File: config.mk
export PLATFORM = sky130hd
export DESIGN_NAME = pico_card_info
export DESIGN_NICKNAME = d
export VERILOG_FILES = /design/src/rtl/pico_card_info_pkg.sv /design/src/rtl/pico_bit_sync.sv /design/src/rtl/pico_card_info.sv
export SDC_FILE = /design/constraint.sdc
export NUM_CORES = 1
export LEC_CHECK = 0
export BUFFER_PORTS_ARGS = -buffer_cell sky130_fd_sc_hd__buf_2
export CAP_MARGIN = 20
export CORE_MARGIN = 3
export CORE_UTILIZATION = 53
export DETAILED_ROUTE_END_ITERATION = 12
export PLACE_DENSITY = 0.83
export SLEW_MARGIN = 20
export SYNTH_ARGS = -nofsm -noshare
export SYNTH_HDL_FRONTEND = slang
export SYNTH_HIERARCHICAL = 1
export SYNTH_SLANG_ARGS = --single-unit
File: constraint.sdc
create_clock -name PicoClk -period 2.56 [get_ports PicoClk]
set_input_delay 0.512 -clock PicoClk [delete_from_list [all_inputs] [get_ports PicoClk]]
set_output_delay 0.512 -clock PicoClk [all_outputs]
set_load 0.02 [all_outputs]
File: src/rtl/pico_card_info_pkg.sv
// Shared definitions for the PicoBus card-info block: register word offsets,
// magic number, EVENT field layout and the legal parameter values.
package pico_card_info_pkg;

  localparam logic [15:0] PICO_MAGIC_NUM = 16'hC0DE;

  // Word index (byte offset / 4) of each register inside the 256-byte window
  typedef enum logic [5:0] {
    REG_STATUS    = 6'h00,
    REG_CAPS      = 6'h01,
    REG_VERSION   = 6'h02,
    REG_WIDTHS    = 6'h03,
    REG_MODEL     = 6'h04,
    REG_UPTIME_LO = 6'h05,
    REG_UPTIME_HI = 6'h06,
    REG_EVENT     = 6'h07,
    REG_SCRATCH0  = 6'h08
  } regWordT;

  localparam int EV_LOCK_LOST_BIT = 0;
  localparam int EV_CNT_LSB       = 8;
  localparam int EV_CNT_MSB       = 15;
  localparam int EV_CNT_CLR_BIT   = 31;

  localparam int MAX_SCRATCH = 8;

  function automatic bit isValidDataW(input int w);
    return (w == 32) || (w == 128);
  endfunction

  function automatic bit isValidLatency(input int l);
    return (l == 1) || (l == 2);
  endfunction

  function automatic bit isValidScratch(input int n);
    return (n >= 1) && (n <= MAX_SCRATCH);
  endfunction

endpackage

File: src/rtl/pico_bit_sync.sv
// Two-flop synchroniser for a single asynchronous level, with a selectable
// value loaded while PicoRst is high.
module pico_bit_sync #(
  parameter logic RESET_VAL = 1'b0
) (
  input  logic PicoClk,
  input  logic PicoRst,
  input  logic pin,
  output logic synced
);

  logic meta;

  always_ff @(posedge PicoClk) begin
    if (PicoRst) begin
      meta   <= RESET_VAL;
      synced <= RESET_VAL;
    end else begin
      meta   <= pin;
      synced <= meta;
    end
  end

endmodule

File: src/rtl/pico_card_info.sv
// Card identity and housekeeping registers on PicoBus: static ID words, a
// coherent 64-bit uptime counter, a DCM-lock event log and scratch registers.
module pico_card_info
  import pico_card_info_pkg::*;
#(
  parameter int          DATA_W       = 32,
  parameter logic [31:0] BASE_ADDR    = 32'h0001_0000,
  parameter int          NUM_SCRATCH  = 4,
  parameter int          READ_LATENCY = 1,
  parameter logic [15:0] MODEL_NUM    = 16'h0000,
  parameter logic [31:0] VERSION      = 32'h0,
  parameter logic [11:0] SIGNATURE    = 12'h000,
  parameter logic [31:0] CAPS         = 32'h0
) (
  input  logic              PicoClk,
  input  logic              PicoRst,
  input  logic [31:0]       PicoAddr,
  input  logic [DATA_W-1:0] PicoDataIn,
  output logic [DATA_W-1:0] PicoDataOut,
  input  logic              PicoRd,
  input  logic              PicoWr,
  input  logic [7:0]        UserPBWidth,
  input  logic              DcmLocked,
  input  logic              FlashStatus
);

  if (!isValidDataW(DATA_W)) begin : gBadDataW
    $error("pico_card_info: DATA_W must be 32 or 128");
  end
  if (!isValidLatency(READ_LATENCY)) begin : gBadLatency
    $error("pico_card_info: READ_LATENCY must be 1 or 2");
  end
  if (!isValidScratch(NUM_SCRATCH)) begin : gBadScratch
    $error("pico_card_info: NUM_SCRATCH must be 1..8");
  end

  localparam logic [5:0] SCR_END = 6'(int'(REG_SCRATCH0) + NUM_SCRATCH);

  logic        dcmS, flashS;
  logic        hit, rdHit, wrHit;
  logic [5:0]  word;
  logic [31:0] wrData;
  logic        isScratch;
  logic [2:0]  scrIdx;
  logic [63:0] count;
  logic [31:0] hiSnap;
  logic        dcmPrev, dcmFall, evWr;
  logic        lockLost;
  logic [7:0]  lostCnt;
  logic [31:0] eventWord;
  logic [31:0] scratch [NUM_SCRATCH];
  logic [31:0] scrRd;
  logic [31:0] rdWord;
  logic [31:0] dataQ1;
  logic [31:0] outWord;
  logic        unusedBits;

  pico_bit_sync #(.RESET_VAL(1'b0)) uDcmSync (
    .PicoClk (PicoClk),
    .PicoRst (PicoRst),
    .pin     (DcmLocked),
    .synced  (dcmS)
  );

  pico_bit_sync #(.RESET_VAL(1'b0)) uFlashSync (
    .PicoClk (PicoClk),
    .PicoRst (PicoRst),
    .pin     (FlashStatus),
    .synced  (flashS)
  );

  assign hit        = (PicoAddr[31:8] == BASE_ADDR[31:8]);
  assign word       = PicoAddr[7:2];
  assign rdHit      = PicoRd && hit;
  assign wrHit      = PicoWr && hit;
  assign wrData     = PicoDataIn[31:0];
  assign isScratch  = (word >= REG_SCRATCH0) && (word < SCR_END);
  assign scrIdx     = 3'(word - REG_SCRATCH0);
  assign unusedBits = ^{PicoDataIn, PicoAddr[1:0]};

  // Free-running uptime; hiSnap freezes the upper half when the low half is
  // read so a LO-then-HI pair is coherent across a carry.
  always_ff @(posedge PicoClk) begin
    if (PicoRst) begin
      count  <= 64'd0;
      hiSnap <= 32'd0;
    end else begin
      count <= count + 64'd1;
      if (rdHit && (word == REG_UPTIME_LO))
        hiSnap <= count[63:32];
    end
  end

  assign dcmFall = dcmPrev && !dcmS;
  assign evWr    = wrHit && (word == REG_EVENT);

  // A lock fall landing in the same cycle as a clear wins over the clear.
  always_ff @(posedge PicoClk) begin
    if (PicoRst) begin
      dcmPrev  <= 1'b0;
      lockLost <= 1'b0;
      lostCnt  <= 8'd0;
    end else begin
      dcmPrev <= dcmS;
      if (dcmFall)
        lockLost <= 1'b1;
      else if (evWr && wrData[EV_LOCK_LOST_BIT])
        lockLost <= 1'b0;
      if (evWr && wrData[EV_CNT_CLR_BIT])
        lostCnt <= dcmFall ? 8'd1 : 8'd0;
      else if (dcmFall && (lostCnt != 8'hFF))
        lostCnt <= lostCnt + 8'd1;
    end
  end

  always_comb begin
    eventWord                         = 32'd0;
    eventWord[EV_LOCK_LOST_BIT]       = lockLost;
    eventWord[EV_CNT_MSB:EV_CNT_LSB]  = lostCnt;
  end

  always_ff @(posedge PicoClk) begin
    if (PicoRst) begin
      for (int i = 0; i < NUM_SCRATCH; i++)
        scratch[i] <= 32'd0;
    end else if (wrHit && isScratch) begin
      for (int i = 0; i < NUM_SCRATCH; i++)
        if (scrIdx == 3'(i))
          scratch[i] <= wrData;
    end
  end

  always_comb begin
    scrRd = 32'd0;
    for (int i = 0; i < NUM_SCRATCH; i++)
      if (scrIdx == 3'(i))
        scrRd = scratch[i];
  end

  // Read mux sees state before this edge's write, giving read-before-write.
  always_comb begin
    rdWord = 32'd0;
    case (word)
      REG_STATUS:    rdWord = {SIGNATURE, 2'b00, dcmS, flashS, PICO_MAGIC_NUM};
      REG_CAPS:      rdWord = CAPS;
      REG_VERSION:   rdWord = VERSION;
      REG_WIDTHS:    rdWord = {16'h0000, UserPBWidth, 8'(DATA_W)};
      REG_MODEL:     rdWord = {16'h0000, MODEL_NUM};
      REG_UPTIME_LO: rdWord = count[31:0];
      REG_UPTIME_HI: rdWord = hiSnap;
      REG_EVENT:     rdWord = eventWord;
      default:       rdWord = isScratch ? scrRd : 32'd0;
    endcase
  end

  always_ff @(posedge PicoClk) begin
    if (PicoRst)
      dataQ1 <= 32'd0;
    else
      dataQ1 <= rdHit ? rdWord : 32'd0;
  end

  if (READ_LATENCY == 2) begin : gLat2
    logic [31:0] dataQ2;
    always_ff @(posedge PicoClk) begin
      if (PicoRst)
        dataQ2 <= 32'd0;
      else
        dataQ2 <= dataQ1;
    end
    assign outWord = dataQ2;
  end else begin : gLat1
    assign outWord = dataQ1;
  end

  assign PicoDataOut = DATA_W'(outWord);

endmodule

==> results of run 1 <==
worst max-delay path, stage by stage (launching register included):
cell	delay, ns
dfxtp_1	0.41
nand4_1	0.20
nor4_4	0.66
nand4_1	0.44
or3_1	0.43
a21oi_1	0.18
worst min-delay path by stage:
stage	startpoint	to	slack, ns	cells after the start
6_report	DcmLocked	uDcmSync/meta	0.19	2
5_1_grt	FlashStatus	uFlashSync/meta	0.22	2
4_1_cts	DcmLocked	uDcmSync/meta	0.18	2
3_5_place_dp	uFlashSync/meta	uFlashSync/synced	0.43	1
3_3_place_gp	uFlashSync/meta	uFlashSync/synced	0.42	1
2_1_floorplan	uDcmSync/meta	uDcmSync/synced	0.41	1
logic make-up after synthesis:
family          synth area share
flops                      0.575
compound gates            0.0696
mux                       0.0999
buf+inv                   0.0275
fa+ha+maj                0.00215
xor+xnor                  0.0309
simple gates               0.195
per-stage QoR:
stage | cells | total power, mW | setup TNS (ns)
floorplan | 1048 | 4.99 | -10.02
global placement | 1403 | 5.16 | 0
detailed placement | 1403 | 5.17 | 0
CTS | 1453 | 8.96 | 0
global route | 1453 | 9.17 | 0
finish | 1453 | 8.93 | 0
flip-flops by register name (all words and copies together) (netlist names), 8 cells and up:
name	count
scratch	128
PicoDataOut	32
lostCnt	8
hiSnap	32
count	64
cell usage in the layout (no fill, tap or decap), types with 27 or more instances in the layout:
master,netlist,layout
nor2_1,217,217
dfxtp_1,142,142
edfxtp_1,128,128
buf_2,13,106
a21oi_1,60,60
nand2_1,53,53
nand2b_1,38,37
mux2i_1,34,34
mux4_2,32,32
buf_4,0,31
nand4_1,30,30
xor2_1,27,27
clkbuf_16,0,27
cells in the mapped netlist (7+ instances only):
library cell	count	area (sq um)
nor3_1	12	60.1
mux2_2	9	101
nor2b_1	9	56.3
nand4_1	30	188
xnor2_1	14	123
inv_1	10	37.5
edfxtp_1	128	3840
a21oi_1	60	300
o21ai_0	25	125
mux4_2	32	721
or3_1	24	150
nand3_1	26	130
a22o_1	9	78.8
buf_2	13	65.1
dfxtp_1	142	2840
nand2_1	53	199
xor2_1	27	236
clkbuf_1	41	154
nor4_1	7	43.8
nor2_1	217	815
mux2i_1	34	340
a222oi_1	8	80.1
and3_1	9	56.3
nand2b_1	38	238
a22oi_1	24	180
per-layer routing:
layer  up-vias  global-route usage
li1       3990                   -
met1      4151               0.309
met2       370               0.400
met3        52              0.0330
met4         0              0.0728
met5         -                   0
cell type report:
cell class,instances,share of cell area
tap,275,0.0256
inverter,10,0.00279
timing repair buffer,143,0.0656
multi-input combinational,705,0.345
clock buffer,33,0.0541
clock inverter,17,0.0100
sequential,270,0.497
where the power goes:
group / switching, mW / internal (mW) / total [mW]
sequential: 0.0396 / 4.62 / 4.66
clock: 1.62 / 2.22 / 3.84
combinational: 0.243 / 0.186 / 0.429
==> reports/qor.csv, run 1 <==
metric;value;unit
origin of the worst setup path;count[14];
gr ovfl total;0;
# clock sinks;270;
Gate Count Post-Synth;1048;
pin count of the biggest net entering global routing;56;
PD cells;663;nW/um^2
Vias;8563;
number of flops mapped to enable cells by yosys;128;
Hold Fails Final Rpt;0;
FMAX;0.416;GHz
number of vias per cell;5.89;
RSZ-0062 raised after global routing;false;
post-synthesis register bit count;270;
Mapped Nets;1128;
first-pass GRT wire length;44.9;mm
syn_area_per_cell;11.1;sq um
Post-Syn Area;11600;sq um
io pins;110;
die height;154;um
met2 WL;14.4;mm
Setup crit end;count[43];
reg2reg end;count[43];
drt total wl;28.3;mm
Final period util;0.938;
outcome;complete, no violations;
reg-to-reg slack, setup;0.16;ns
H-tree levels;1;
post-place setup slack;0.179;ns
crit path time final;2.40;ns
count of cell types in the netlist;44;
initial core utilization;0.547;
antenna violations before repair;0;
1st-iter DRT viols;957;
average wire per standard cell;19.5;um
Final #Nets;1237;
CTS tree;built;
CTS buffer count;27;
final setup fails;0;
final setup skew;0.0122;ns
WP data arrival;2.85;ns
met1 WL;11.2;mm
final hold slack;0.186;ns
Area growth syn-to-layout;15.7;%
register area;6690;sq um
Total GRT Usage;0.233;
Max IR drop VDD;579;uV
Reg clk slew, reported paths;0.06;ns
drt first pass iters;6;
Slew @ Worst Pin;0.719;ns
Final Max Slew Viols;0;
kind of critical path;reg2reg;
Die Area;23800;sq um
post-synthesis sequential area ratio;0.575;
max cap viols;0;
dpl cell area;12600;sq um
area of the multi-input gates;4650;sq um
hold buffer count at CTS;0;
Post-synth top flop;dfxtp_1;
Detail Route Antenna Nets;0;
critical path peak fanout;9;
die width;154;um
vias in the first global route;8458;
metal3 WL;2.01;mm
asr flop ratio synth;0;
r2r startpoint;count[14];
CP Launch Type;register;
GP Congestion;0.877;
core area;21300;sq um
post-route design area;13500;sq um
antenna cells;0;
Longest Clk Path Bufs;3;
CP Capture Type;register;
class of the worst hold path;in2reg;
Leak Pwr;4.68;nW
insertion delay to the later sink of the worst-skew pair;0.54;ns
Reg2Reg Depth;5;
Row Count;53;
Highest Signal Layer;met4;
port bufs;107;
fillers;1572;
WP data required;3.01;ns
fraction of layout cells with a size suffix above 1;0.204;
root buffer cell;clkbuf_16;
dpl hpwl;18.4;mm
YS warnings;6;
# DRC;0;
final setup margin;0.159;ns
post-layout util;0.633;
number of post-CTS setup repair buffers;0;
Max-slew headroom;0.520;
Post-CTS Resized;0;
No activity file was read; power rests on OpenSTA's default activity.
==> inputs of run 2 (changes only) <==
--- a/config.mk
+++ b/config.mk
@@ -5,12 +5,13 @@
 export SDC_FILE = /design/constraint.sdc
 export NUM_CORES = 1
 export LEC_CHECK = 0
+export ABC_AREA = 1
 export BUFFER_PORTS_ARGS = -buffer_cell sky130_fd_sc_hd__buf_2
 export CAP_MARGIN = 20
 export CORE_MARGIN = 3
-export CORE_UTILIZATION = 53
+export CORE_UTILIZATION = 54
 export DETAILED_ROUTE_END_ITERATION = 12
-export PLACE_DENSITY = 0.83
+export PLACE_DENSITY = 0.84
 export SLEW_MARGIN = 20
 export SYNTH_ARGS = -nofsm -noshare
 export SYNTH_HDL_FRONTEND = slang
==> run 2 against run 1 <==
Clock power increased by 9.9%. Critical endpoint is now count[36]. Largest power group unchanged. Hold slack got worse by 0.024 ns. Die area increased by 4.7%.
==> reports/qor.csv, run 2 <==
metric;value;unit;change
RSZ-0062 raised after global routing;false;;
most common cell in the netlist;nor2_1;;
syn_area_per_cell;7.95;sq um;-28%
largest registers;scratch x128, count x64;;
Hold Crit Start;FlashStatus;;
class of the worst hold path;in2reg;;
asr flop ratio synth;0;;unchanged
first-pass GRT wire length;57.6;mm;+28%
Power, Total;9.27;mW;+3.9%
Area growth syn-to-layout;15.4;%;
# DRC;0;;unchanged
1st-iter DRT viols;1309;;+37%
Final Max Slew Viols;0;;unchanged
Final #Nets;1752;;+42%
gr ovfl total;0;;unchanged
antenna violations before repair;0;;unchanged
final setup fails;0;;unchanged
Post-synth top flop;dfxtp_1;;
Hold Fails Final Rpt;0;;unchanged
commonest non-fill, non-tap cell in the layout;nor2_1;;
CP Capture Type;register;;
Longest Clk Path Bufs;3;;unchanged
io pins;110;;unchanged
Yosys top cell by area;edfxtp_1;;
Total GRT Usage;0.296;;+0.0624
hold buffer count at CTS;0;;unchanged
core area;22200;sq um;+4.4%
YS warnings;6;;unchanged
reg-to-reg slack, setup;0.41;ns;+0.25 ns
crit path time final;2.15;ns;-0.247 ns
fraction of layout cells with a size suffix above 1;0.135;;-0.0686
fillers;1832;;+17%
drt total wl;36.7;mm;+30%
WP data required;2.99;ns;-0.02 ns
port bufs;107;;unchanged
Row Count;54;;+1.9%
CP top delay family;simple AND/OR/NAND/NOR gates;;
kind of critical path;reg2reg;;
drt first pass iters;7;;+1
Synth top area share;0.309;;-0.0214
Die Area;24900;sq um;+4.7%
Post-Syn Area;12400;sq um;+6.9%
number of vias per cell;5.75;;-2.4%
Hold Path Sink;uFlashSync/meta;;
Detail Route Antenna Nets;0;;unchanged
Reg clk slew, reported paths;0.06;ns;about the same
number of post-CTS setup repair buffers;0;;unchanged
Top reg by flops;scratch;;
post-synthesis register bit count;270;;unchanged
CTS tree;built;;
Crit path largest cell delay;0.40;ns;-0.26 ns
most frequent cells in the layout;nor2_1, nand2_1, inv_1;;
vias in the first global route;10733;;+27%
Mapped Nets;1644;;+46%
max reg flops;128;;unchanged
H-tree levels;1;;unchanged
Max-slew headroom;0.391;;-0.128
critical path peak fanout;5;;-4
root buffer cell;clkbuf_16;;
Final period util;0.842;;-0.0964
Post-CTS Resized;0;;unchanged
average wire per standard cell;18.6;um;-4.5%
top cells by area, synth;edfxtp_1, dfxtp_1, nor2_1;;
CP Launch Type;register;;
dpl hpwl;25.9;mm;+40%
Max IR drop VDD;558;uV;-3.5%
CP Cell Sequence;ha_1 -> nand2_2 -> inv_2 -> nand3_1 -> nor2_1 -> nand3_1 -> nor3_1 -> nand2_1 -> nand2_1 -> nor2_1;;
Post-synth top cells;nor2_1, nand2_1, inv_1;;
antenna cells;0;;unchanged
Reg2Reg Depth;10;;+5
GP Congestion;0.993;;+13%
count of cell types in the netlist;37;;-16%
Vias;11355;;+33%
slowest CP cell;dfxtp_1;;
PD cells;646;nW/um^2;-2.6%
Placed Cells incl. Taps;1922;;+37%
WHS Path Cells;3;;+1
post-synthesis sequential area ratio;0.537;;-0.0372
pin count of the biggest net entering global routing;82;;+46%
initial core utilization;0.560;;+0.0130
die width;158;um;+2.3%
# clock sinks;270;;unchanged
Buf/Inv on CP;1;;+1
insertion delay to the later sink of the worst-skew pair;0.58;ns;+0.04 ns
Leak Pwr;5.24;nW;+12%
number of flops mapped to enable cells by yosys;128;;unchanged
die height;158;um;+2.3%
Slew @ Worst Pin;0.913;ns;+0.194 ns
WP data arrival;2.59;ns;-0.26 ns
CTS buffer count;28;;+3.7%
r2r startpoint;count[0];;
Gate Count Post-Synth;1564;;+49%
final setup skew;0.0437;ns;+0.0314 ns
max cap viols;0;;unchanged
FMAX;0.464;GHz;+11%
reg2reg end;count[36];;
outcome;complete, no violations;;
Post-Layout Cell Count;1974;;+36%
run 2: cell count changes in the layout (fill, tap and decap cells not counted), sizes merged, moves of 22 or more:
cell,before,now
nand2,53,312
mux2i,34,0
nand3,26,103
or3,24,0
nand2b,38,0
nor2,217,334
a31oi,0,30
inv,13,158
mux4,32,0
a21oi,60,107
a22oi,24,2
o21ai,25,64
run 2: cells by family (layout without fill, tap and decap cells):
kind of cell | after synthesis | after routing | synth area share
AO/OA/AOI/OAI | 229 | 229 | 0.102
XOR/XNOR | 10 | 10 | 0.00704
adder cells (fa/ha/maj) | 2 | 2 | 0.00201
buffers and inverters | 225 | 355 | 0.0707
flip-flops | 270 | 270 | 0.537
AND/OR/NAND/NOR | 828 | 828 | 0.280
run 2: worst max path at each step:
| stage | start | endpoint | slack [ns] | cells past startpoint |
|---|---|---|---|---|
| global route | count[0] | count[36] | 0.23 | 10 |
| CTS | count[0] | count[36] | 0.45 | 10 |
| floorplan | PicoAddr[15] | scratch[1][0] | -0.49 | 7 |
| global placement | PicoAddr[29] | scratch[0][2] | 0.30 | 9 |
| finish | count[0] | count[36] | 0.41 | 10 |
| detailed placement | PicoAddr[29] | scratch[3][28] | 0.26 | 11 |
run 2: cell type report:
class | instances | area, sq um | area share
tap | 280 | 350 | 0.0244
inverter | 161 | 604 | 0.0421
clock inverter | 6 | 108 | 0.00749
timing repair buffer | 142 | 848 | 0.0591
sequential | 270 | 6690 | 0.466
clock buffer | 46 | 866 | 0.0603
multi-input combinational | 1069 | 4900 | 0.341
run 2: worst min-delay path, stage by stage:
cell	delay, ns
buf_2	0.07
inv_1	0.04
nor2_1	0.07
run 2: stage by stage:
step	setup slack, ns	setup TNS (ns)	util	cell area, sq um	hold slack [ns]
3_3_place_gp	0.305	0	0.602	13400	0.399
3_5_place_dp	0.261	0	0.602	13400	0.400
6_report	0.405	0	0.646	14400	0.162
2_1_floorplan	-0.487	-62.35	-	12400	0.388
5_1_grt	0.234	0	0.646	14400	0.177
4_1_cts	0.451	0	0.646	14400	0.145
run 2: metal layers:
| metal | part of all wire | vias up | routed length (um) | global-route usage |
|---|---|---|---|---|
| met5 | 0 | - | 0 | 0 |
| met1 | 0.40 | 5354 | 14800 | 0.409 |
| met3 | 0.077 | 75 | 2830 | 0.0320 |
| li1 | - | 5387 | - | - |
| met4 | 0.031 | 0 | 1140 | 0.0888 |
| met2 | 0.49 | 539 | 17900 | 0.494 |
run 2: report_power, final:
group          switching (mW)  leakage, nW  internal, mW
Sequential             0.0353         2.36          4.62
Combinational           0.271         2.40         0.121
Clock                    1.71        0.478          2.52
==> inputs of run 3 (changes only) <==
==> constraint.sdc (replaced) <==
create_clock -name PicoClk -period 1.85 [get_ports PicoClk]
set_input_delay 0.37 -clock PicoClk [delete_from_list [all_inputs] [get_ports PicoClk]]
set_output_delay 0.37 -clock PicoClk [all_outputs]
set_load 0.02 [all_outputs]
==> run 3 against run 2 <==
Design area is 7.1% higher. Wire length up 5.2%. Global-route usage up 1.4 points. Clock power rose by 36%. First-iteration DRC count fell by 11%. Combinational power grew 55%. Sequential cell count unchanged. Clock skew down 0.0024 ns. Fmax increased by 22%. Non-clock buffer count is 93 higher.
==> reports/qor.csv, run 3 (synthesis results as in run 2) <==
metric;value;unit;change
WHS Path Cells;3;;unchanged
antenna cells;0;;unchanged
gr ovfl total;0;;unchanged
metal3 WL;3.06;mm;+8.0%
vias in the first global route;11195;;+4.3%
RSZ-0062 raised after global routing;true;;
Crit path largest cell delay;0.34;ns;-0.06 ns
WP data required;2.32;ns;-0.67 ns
io pins;110;;unchanged
clock power share;0.450;;-0.006
largest registers;scratch x128, count x64;;
number of vias per cell;5.66;;-1.6%
Final Max Slew Viols;0;;unchanged
Comb pwr share;0.048;;+0.006
first-pass GRT wire length;59.8;mm;+4.0%
final setup margin;0.0798;ns;-0.325 ns
CP Launch Type;register;;
class of the worst hold path;in2reg;;
Highest Signal Layer;met4;;
CTS buffer count;28;;unchanged
insertion delay to the later sink of the worst-skew pair;0.57;ns;about the same
hold buffer count at CTS;0;;unchanged
Detail Route Antenna Nets;0;;unchanged
antenna violations before repair;0;;unchanged
fraction of layout cells with a size suffix above 1;0.204;;+0.0685
# clock sinks;270;;unchanged
CP Cell Sequence;ha_2 -> nand2_2 -> inv_2 -> buf_4 -> nand3_4 -> nor2_4 -> nand3_4 -> nor2_4 -> nand2_1 -> nand2_1 -> nand2_1 -> nor2_1;;
Vias;11694;;+3.0%
Final period util;0.957;;+0.115
initial core utilization;0.560;;unchanged
max reg flops;128;;unchanged
crit path time final;1.77;ns;-0.385 ns
die height;158;um;unchanged
CP dominant cell by count;nand2_1;;
Die Area;24900;sq um;unchanged
max cap viols;0;;unchanged
Switching Fraction;0.225;;+0.00769
Hold Fails Final Rpt;0;;unchanged
CTS tree;built;;
Max-slew headroom;0.403;;+0.0114
critical path peak fanout;4;;-1
kind of critical path;reg2reg;;
drt total wl;38.6;mm;+5.2%
slowest CP cell;dfxtp_1;;
port bufs;107;;unchanged
# DRC;0;;unchanged
die width;158;um;unchanged
FMAX;0.565;GHz;+22%
pin count of the biggest net entering global routing;82;;unchanged
Max IR drop VDD;821;uV;+47%
critical path depth;12;;+2
Total GRT Usage;0.310;;+0.0141
1st-iter DRT viols;1164;;-11%
PD cells;833;nW/um^2;+29%
P_sw;2.88;mW;+43%
CP Capture Type;register;;
final setup fails;0;;unchanged
core area;22200;sq um;unchanged
Longest Clk Path Bufs;3;;unchanged
dpl hpwl;27.8;mm;+7.3%
Leak Pwr;5.76;nW;+9.9%
sequential share of power;0.503;;about the same
Slew @ Worst Pin;0.896;ns;-0.0171 ns
average wire per standard cell;18.7;um;+0.44%
Reg clk slew, reported paths;0.06;ns;about the same
GP Congestion;0.960;;-3.3%
met1 WL;15.5;mm;+4.5%
commonest non-fill, non-tap cell in the layout;nand2_1;;
Top reg by flops;scratch;;
Row Count;54;;unchanged
final hold slack;0.0538;ns;-0.108 ns
root buffer cell;clkbuf_16;;
Buf/Inv on CP;2;;+1
fillers;1699;;-7.3%
Final #Nets;1845;;+5.3%
Power, Total;12.8;mW;+38%
drt first pass iters;5;;-2
Reg2Reg Depth;12;;+2
most frequent cells in the layout;nand2_1, nor2_1, inv_1;;
post-place setup slack;-0.200;ns;-0.461 ns
met2 WL;18.8;mm;+5.3%
H-tree levels;1;;unchanged
Area growth syn-to-layout;23.6;%;
post-layout util;0.692;;+0.0458
final setup skew;0.0413;ns;-0.00238 ns
outcome;complete, no violations;;
setup TNS;0;ns;unchanged
CP top delay family;simple AND/OR/NAND/NOR gates;;
internal power;9.93;mW;+37%
WP data arrival;2.24;ns;-0.35 ns
==> run 3: changes by cell type in the layout (fill, tap and decap cells not counted), sizes merged <==
cell and change:
buf +93, clkbuf -8, clkinv +7, inv +1
==> run 3: power groups by stage <==
| stage | combinational [mW] | clock (mW) | sequential (mW) |
|---|---|---|---|
| CTS | 0.598 | 5.79 | 6.44 |
| floorplan | 0.302 | 0 | 6.56 |
| finish | 0.609 | 5.76 | 6.44 |
| global route | 0.657 | 6.06 | 6.45 |
| global placement | 0.575 | 0 | 6.56 |
| detailed placement | 0.591 | 0 | 6.57 |
==> run 3: worst paths after layout <==
kind,from,end,slack (ns)
setup / recovery,count[0],count[40],0.08
hold / removal,DcmLocked,uDcmSync/meta,0.05
setup reg to reg,count[0],count[40],0.08
hold reg to reg,uDcmSync/meta,uDcmSync/synced,0.41
==> run 3: routing by layer <==
| layer | GRT usage | vias to the layer above |
|---|---|---|
| li1 | - | 5580 |
| met1 | 0.411 | 5453 |
| met2 | 0.527 | 565 |
| met3 | 0.0478 | 96 |
| met4 | 0.0955 | 0 |
| met5 | 0 | - |
==> run 3: area by class of cell <==
class	instances	area (sq um)	share of cell area
Inverter	161	604	0.0393
Clock inverter	14	161	0.0105
Timing Repair Buffer	235	1660	0.108
Clock buffer	38	798	0.0519
Sequential cell	270	6690	0.435
Multi-Input combinational cell	1069	5110	0.332
Tap cell	280	350	0.0228
==> run 3: worst min-delay path, delay by kind of cell <==
kind / cells / cell delay [ns]
buf+inv: 2 / 0.14
simple gates: 1 / 0.09
==> run 3: stage by stage <==
step | std cells | cell area, sq um
after global routing | 2067 | 15400
after floorplan | 1564 | 12500
after global placement | 2013 | 14300
final | 2067 | 15400
after CTS | 2065 | 15200
after detailed placement | 2013 | 14300
==> run 3: repair_timing <==
action | 4_1_cts | 5_1_grt
setup buffers | 0 | 2
endpoints found under the setup margin | 5 | 26
resized for setup | 3 | 39
pin swaps | 0 | 7
